### src/rtl/wb_cmd_master.sv
// rtl/wb_cmd_master.sv - Wishbone classic single-transfer command initiator with timeout
module wb_cmd_master #(
  parameter int TIMEOUT   = 1023,
  parameter int TIMEOUT_W = 10
) (
  input  logic        wb_clk_i,
  input  logic        wb_rst_i,
  input  logic        cmd_valid,
  output logic        cmd_ready,
  input  logic        cmd_we,
  input  logic [3:0]  cmd_sel,
  input  logic [31:0] cmd_adr,
  input  logic [31:0] cmd_dat,
  output logic        rsp_valid,
  input  logic        rsp_ready,
  output logic [31:0] rsp_dat,
  output logic [1:0]  rsp_status,
  output logic        wb_cyc_o,
  output logic        wb_stb_o,
  output logic        wb_we_o,
  output logic [3:0]  wb_sel_o,
  output logic [31:0] wb_adr_o,
  output logic [31:0] wb_dat_o,
  input  logic [31:0] wb_dat_i,
  input  logic        wb_ack_i,
  input  logic        wb_err_i,
  output logic [15:0] txn_count,
  output logic [15:0] err_count
);

  typedef enum logic [1:0] {IDLE, BUS, RESP} state_t;

  localparam logic [TIMEOUT_W-1:0] TMAX = TIMEOUT_W'(TIMEOUT - 1);

  state_t               state_q, state_d;
  logic                 cmd_ready_q, cmd_ready_d;
  logic                 cyc_q, cyc_d, stb_q, stb_d, we_q, we_d;
  logic [3:0]           sel_q, sel_d;
  logic [31:0]          adr_q, adr_d, dat_o_q, dat_o_d;
  logic                 rsp_valid_q, rsp_valid_d;
  logic [31:0]          rsp_dat_q, rsp_dat_d;
  logic [1:0]           rsp_status_q, rsp_status_d;
  logic [TIMEOUT_W-1:0] timer_q, timer_d;
  logic [15:0]          txn_q, txn_d, err_q, err_d;
  logic                 term;

  // State and every output register; reset drops the bus cycle at once
  always_ff @(posedge wb_clk_i or posedge wb_rst_i) begin
    if (wb_rst_i) begin
      state_q      <= IDLE;
      cmd_ready_q  <= 1'b0;
      cyc_q        <= 1'b0;
      stb_q        <= 1'b0;
      we_q         <= 1'b0;
      sel_q        <= '0;
      adr_q        <= '0;
      dat_o_q      <= '0;
      rsp_valid_q  <= 1'b0;
      rsp_dat_q    <= '0;
      rsp_status_q <= '0;
      timer_q      <= '0;
      txn_q        <= '0;
      err_q        <= '0;
    end else begin
      state_q      <= state_d;
      cmd_ready_q  <= cmd_ready_d;
      cyc_q        <= cyc_d;
      stb_q        <= stb_d;
      we_q         <= we_d;
      sel_q        <= sel_d;
      adr_q        <= adr_d;
      dat_o_q      <= dat_o_d;
      rsp_valid_q  <= rsp_valid_d;
      rsp_dat_q    <= rsp_dat_d;
      rsp_status_q <= rsp_status_d;
      timer_q      <= timer_d;
      txn_q        <= txn_d;
      err_q        <= err_d;
    end
  end

  // Next state: accept in IDLE, terminate in BUS (err > ack > timeout), hand off in RESP
  always_comb begin
    state_d      = state_q;
    cmd_ready_d  = cmd_ready_q;
    cyc_d        = cyc_q;
    stb_d        = stb_q;
    we_d         = we_q;
    sel_d        = sel_q;
    adr_d        = adr_q;
    dat_o_d      = dat_o_q;
    rsp_valid_d  = rsp_valid_q;
    rsp_dat_d    = rsp_dat_q;
    rsp_status_d = rsp_status_q;
    timer_d      = timer_q;
    txn_d        = txn_q;
    err_d        = err_q;
    term         = 1'b0;
    unique case (state_q)
      IDLE: begin
        cmd_ready_d = 1'b1;
        if (cmd_valid && cmd_ready_q) begin
          cmd_ready_d = 1'b0;
          cyc_d       = 1'b1;
          stb_d       = 1'b1;
          we_d        = cmd_we;
          sel_d       = cmd_sel;
          adr_d       = cmd_adr;
          dat_o_d     = cmd_we ? cmd_dat : 32'h0;
          timer_d     = '0;
          state_d     = BUS;
        end
      end
      BUS: begin
        term = 1'b1;
        if (wb_err_i) begin
          rsp_status_d = 2'b01;
          rsp_dat_d    = 32'h0;
        end else if (wb_ack_i) begin
          rsp_status_d = 2'b00;
          rsp_dat_d    = we_q ? 32'h0 : wb_dat_i;
        end else if (timer_q == TMAX) begin
          rsp_status_d = 2'b10;
          rsp_dat_d    = 32'h0;
        end else begin
          term    = 1'b0;
          timer_d = timer_q + 1'b1;
        end
        if (term) begin
          cyc_d       = 1'b0;
          stb_d       = 1'b0;
          we_d        = 1'b0;
          sel_d       = '0;
          adr_d       = '0;
          dat_o_d     = '0;
          rsp_valid_d = 1'b1;
          state_d     = RESP;
        end
      end
      RESP: begin
        if (rsp_ready) begin
          rsp_valid_d = 1'b0;
          cmd_ready_d = 1'b1;
          txn_d       = txn_q + 16'd1;
          if (rsp_status_q != 2'b00 && err_q != 16'hFFFF) err_d = err_q + 16'd1;
          state_d     = IDLE;
        end
      end
      default: state_d = IDLE;
    endcase
  end

  assign cmd_ready  = cmd_ready_q;
  assign wb_cyc_o   = cyc_q;
  assign wb_stb_o   = stb_q;
  assign wb_we_o    = we_q;
  assign wb_sel_o   = sel_q;
  assign wb_adr_o   = adr_q;
  assign wb_dat_o   = dat_o_q;
  assign rsp_valid  = rsp_valid_q;
  assign rsp_dat    = rsp_dat_q;
  assign rsp_status = rsp_status_q;
  assign txn_count  = txn_q;
  assign err_count  = err_q;

endmodule

### config.mk
export PLATFORM = sky130hd
export DESIGN_NAME = wb_cmd_master
export DESIGN_NICKNAME = d
export VERILOG_FILES = /design/src/rtl/wb_cmd_master.sv
export SDC_FILE = /design/constraint.sdc
export NUM_CORES = 1
export LEC_CHECK = 0
export ABC_AREA = 1
export CAP_MARGIN = 20
export CORE_MARGIN = 5
export CORE_UTILIZATION = 45
export CTS_BUF_LIST = sky130_fd_sc_hd__clkbuf_8
export DETAILED_ROUTE_END_ITERATION = 8
export PLACE_DENSITY = 0.8
export SLEW_MARGIN = 20
export SYNTH_ARGS = -nofsm -noshare
export SYNTH_HDL_FRONTEND = slang
export SYNTH_SLANG_ARGS = --single-unit
### constraint.sdc
create_clock -name wb_clk_i -period 10 [get_ports wb_clk_i]
set_input_delay 1 -clock wb_clk_i [delete_from_list [all_inputs] [get_ports wb_clk_i]]
set_output_delay 1 -clock wb_clk_i [all_outputs]
set_load 0.01 [all_outputs]
==> metrics <==
violation count after the first detailed-route iteration 235; RSZ-0062 raised after global routing false; PnR worst setup slack 7.27 ns; Cells after DPL 1220; max-slew violations 0; clk buf depth 2; post-route ant nets 0; Logic pwr share 41.6%; Nets 1163; GP Congestion 0.845; Syn Area/Cell 8.40 µm²; FP Rows 45; Min-Delay Path Class reg2reg; Reg clk slew, reported paths 0.08 ns; final setup skew 0.0109 ns; die area 17800 µm²; Synth area leaders dfrtp_1 (55%), nand2_1 (19%), nand3_1 (4.9%); Worst-Skew Late Latency 0.44 ns; residual DRC count 0; Hold Buf Count CTS 0; clk sinks 150; Synth area leader dfrtp_1; Setup crit start kind primary input; critical-path cell list clkdlybuf4s50_1 > nand2_1 > inv_1 > buf_4 > nand3_1 > inv_1 > nand2_1 > nand2_1; placed wire-length estimate 13.7 mm; Util after Layout 64.7%; outcome finished clean; Int Power 1.54 mW; share of layout cells above drive strength 1 5.36%; synth warn 0; Clk pwr share 18.9%; f_max 366 MHz; final setup fails 0; cts repair resizes 0; Tot GR Track Use 21.1%; I/O Buffers 245; commonest cells in the netlist nand2_1 (352), dfrtp_1 (150), nand3_1 (67); WL per Instance 15.0 µm; PwrDens 247 nW/µm²; initial antenna violation count 0; Die X 133 µm; dpl ws 6.81 ns; grt ovf 0; clock root cell clkbuf_8; Worst-Margin Slew 0.945 ns; worst-path cell with the longest stage delay inv_1; H-tree levels 4; TritonCTS clock tree done; first-pass GRT wire length 29.8 mm; vias per cell 4.84; final worst-path cycle share 27.3%; sequential cell area fraction in the yosys report 54.7%; top-count cell post-synth nand2_1; Initial Utilization 45.4%; Synth Register Bits 150; CP Capture Type flip-flop; Antenna diodes 0; final hold violation count 0; final WL 18.8 mm; Crit path largest cell delay 0.72 ns; Synth Cell Area 6860 µm²; CTS buffer count 17; fin cells 1251; fillers 1241; Area Overhead vs Synth 42.4%; largest net degree at the start of global routing 107; drt pass-1 iters 4; Arr. time, crit path 3.11 ns; maximum vdd drop 0.160 mV; top_reg_cell synth dfrtp_1; Netlist cell types 29; Post-synth ARST share 100%; Pleak 4.57 nW; Synth Instances 816; sw frac 36.2%; worst-path maximum fanout 38; vias in the first global route 5851; I/O Pins 246; Max-slew headroom 36.9%; CP required 10.38 ns; Setup TNS Final 0 ns; core box area 15100 µm²; via count 6059; crit path time final 2.73 ns; NetSw 0.871 mW; Post-synth EDFFs 0; Post-CTS Setup Bufs 0; cell repeated most along the worst path nand2_1; max-cap viol count 0; total power 2.41 mW; Die Ht 133 µm; Sequential Power Share 39.5%; Synth top area share 54.7%; Synth Net Count 927; Crit Path Class in2reg
flip-flops by register name, indices dropped and copies added, names as in the netlist:
name / cells
wb_stb_o: 1
txn_count: 16
cmd_ready: 1
rsp_dat: 32
wb_sel_o: 4
wb_dat_o: 32
wb_we_o: 1
state_q: 2
timer_q: 10
err_count: 16
rsp_status: 2
wb_adr_o: 32
rsp_valid: 1
power groups by stage:
stage / Sequential, mW / Clock [mW] / Combinational (mW)
finish: 0.951 / 0.454 / 1.00
floorplan: 1.03 / 0 / 0.393
global route: 0.980 / 0.491 / 1.09
detailed placement: 0.957 / 0 / 1.01
CTS: 0.952 / 0.468 / 1.02
global placement: 0.951 / 0 / 1.00
worst max-delay path: cells and delay by family:
kind,cells,cell delay [ns]
buffers and inverters,4,1.58
and+or+nand+nor,4,0.51
through the flow:
stage / hold WS, ns / area [µm²]
after floorplan: 0.498 / 6860
after detailed placement: 0.458 / 9360
after global routing: 0.492 / 9760
after global placement: 0.453 / 9360
final: 0.475 / 9760
after CTS: 0.477 / 9750
routing by layer:
metal	vias up	global-route usage, %	part of all wire, %
met3	25	9.40	9.6
met5	-	0	0
met2	183	36.0	49
li1	3033	-	-
met1	2818	23.7	40
met4	0	7.26	2.0
cell usage in the layout, fill, tap and decap left out, drive strengths merged:
| cell type | count |
|---|---|
| nand4 | 11 |
| clkbuf | 20 |
| clkinv | 5 |
| bufinv | 2 |
| clkdlybuf4s50 | 245 |
| nand3 | 70 |
| nor3 | 3 |
| dfrtp | 150 |
| xnor2 | 7 |
| buf | 5 |
| nor2 | 44 |
| nand2 | 358 |
| nor3b | 1 |
| a21boi | 1 |
| inv | 39 |
| nand2b | 32 |
| ha | 4 |
| nand3b | 1 |
| a21oi | 3 |
| xor2 | 13 |
| o21bai | 1 |
| clkinvlp | 1 |
| o21ai | 47 |
cell families after synthesis:
group / Yosys count / share of synthesized area [%]
simple gates: 520 / 32.4
flops: 150 / 54.7
buf+inv: 70 / 5.20
compound gates: 52 / 4.42
xor+xnor: 20 / 2.55
fa+ha+maj: 4 / 0.730
final timing paths:
path,start,to,slack (ns),depth (start not counted)
setup / recovery,cmd_valid,wb_dat_o[18],7.27,8
hold / removal,wb_dat_o[25],wb_dat_o[25],0.48,2
setup reg to reg,timer_q[0],wb_dat_o[18],7.78,9
hold reg to reg,wb_dat_o[25],wb_dat_o[25],0.48,2
max in group asynchronous,wb_rst_i,wb_dat_o[21],7.69,3
min in group asynchronous,wb_rst_i,cmd_ready,1.15,2
area by class of cell:
| class | instances | area (µm²) | area share [%] |
|---|---|---|---|
| Inverter | 37 | 144 | 1.47 |
| Sequential cell | 150 | 3750 | 38.5 |
| Clock inverter | 10 | 108 | 1.10 |
| Multi-Input combinational cell | 596 | 2750 | 28.2 |
| Clock buffer | 20 | 275 | 2.82 |
| Tap cell | 188 | 235 | 2.41 |
| Timing Repair Buffer | 250 | 2500 | 25.6 |
No activity file was read; power rests on OpenSTA's default activity.
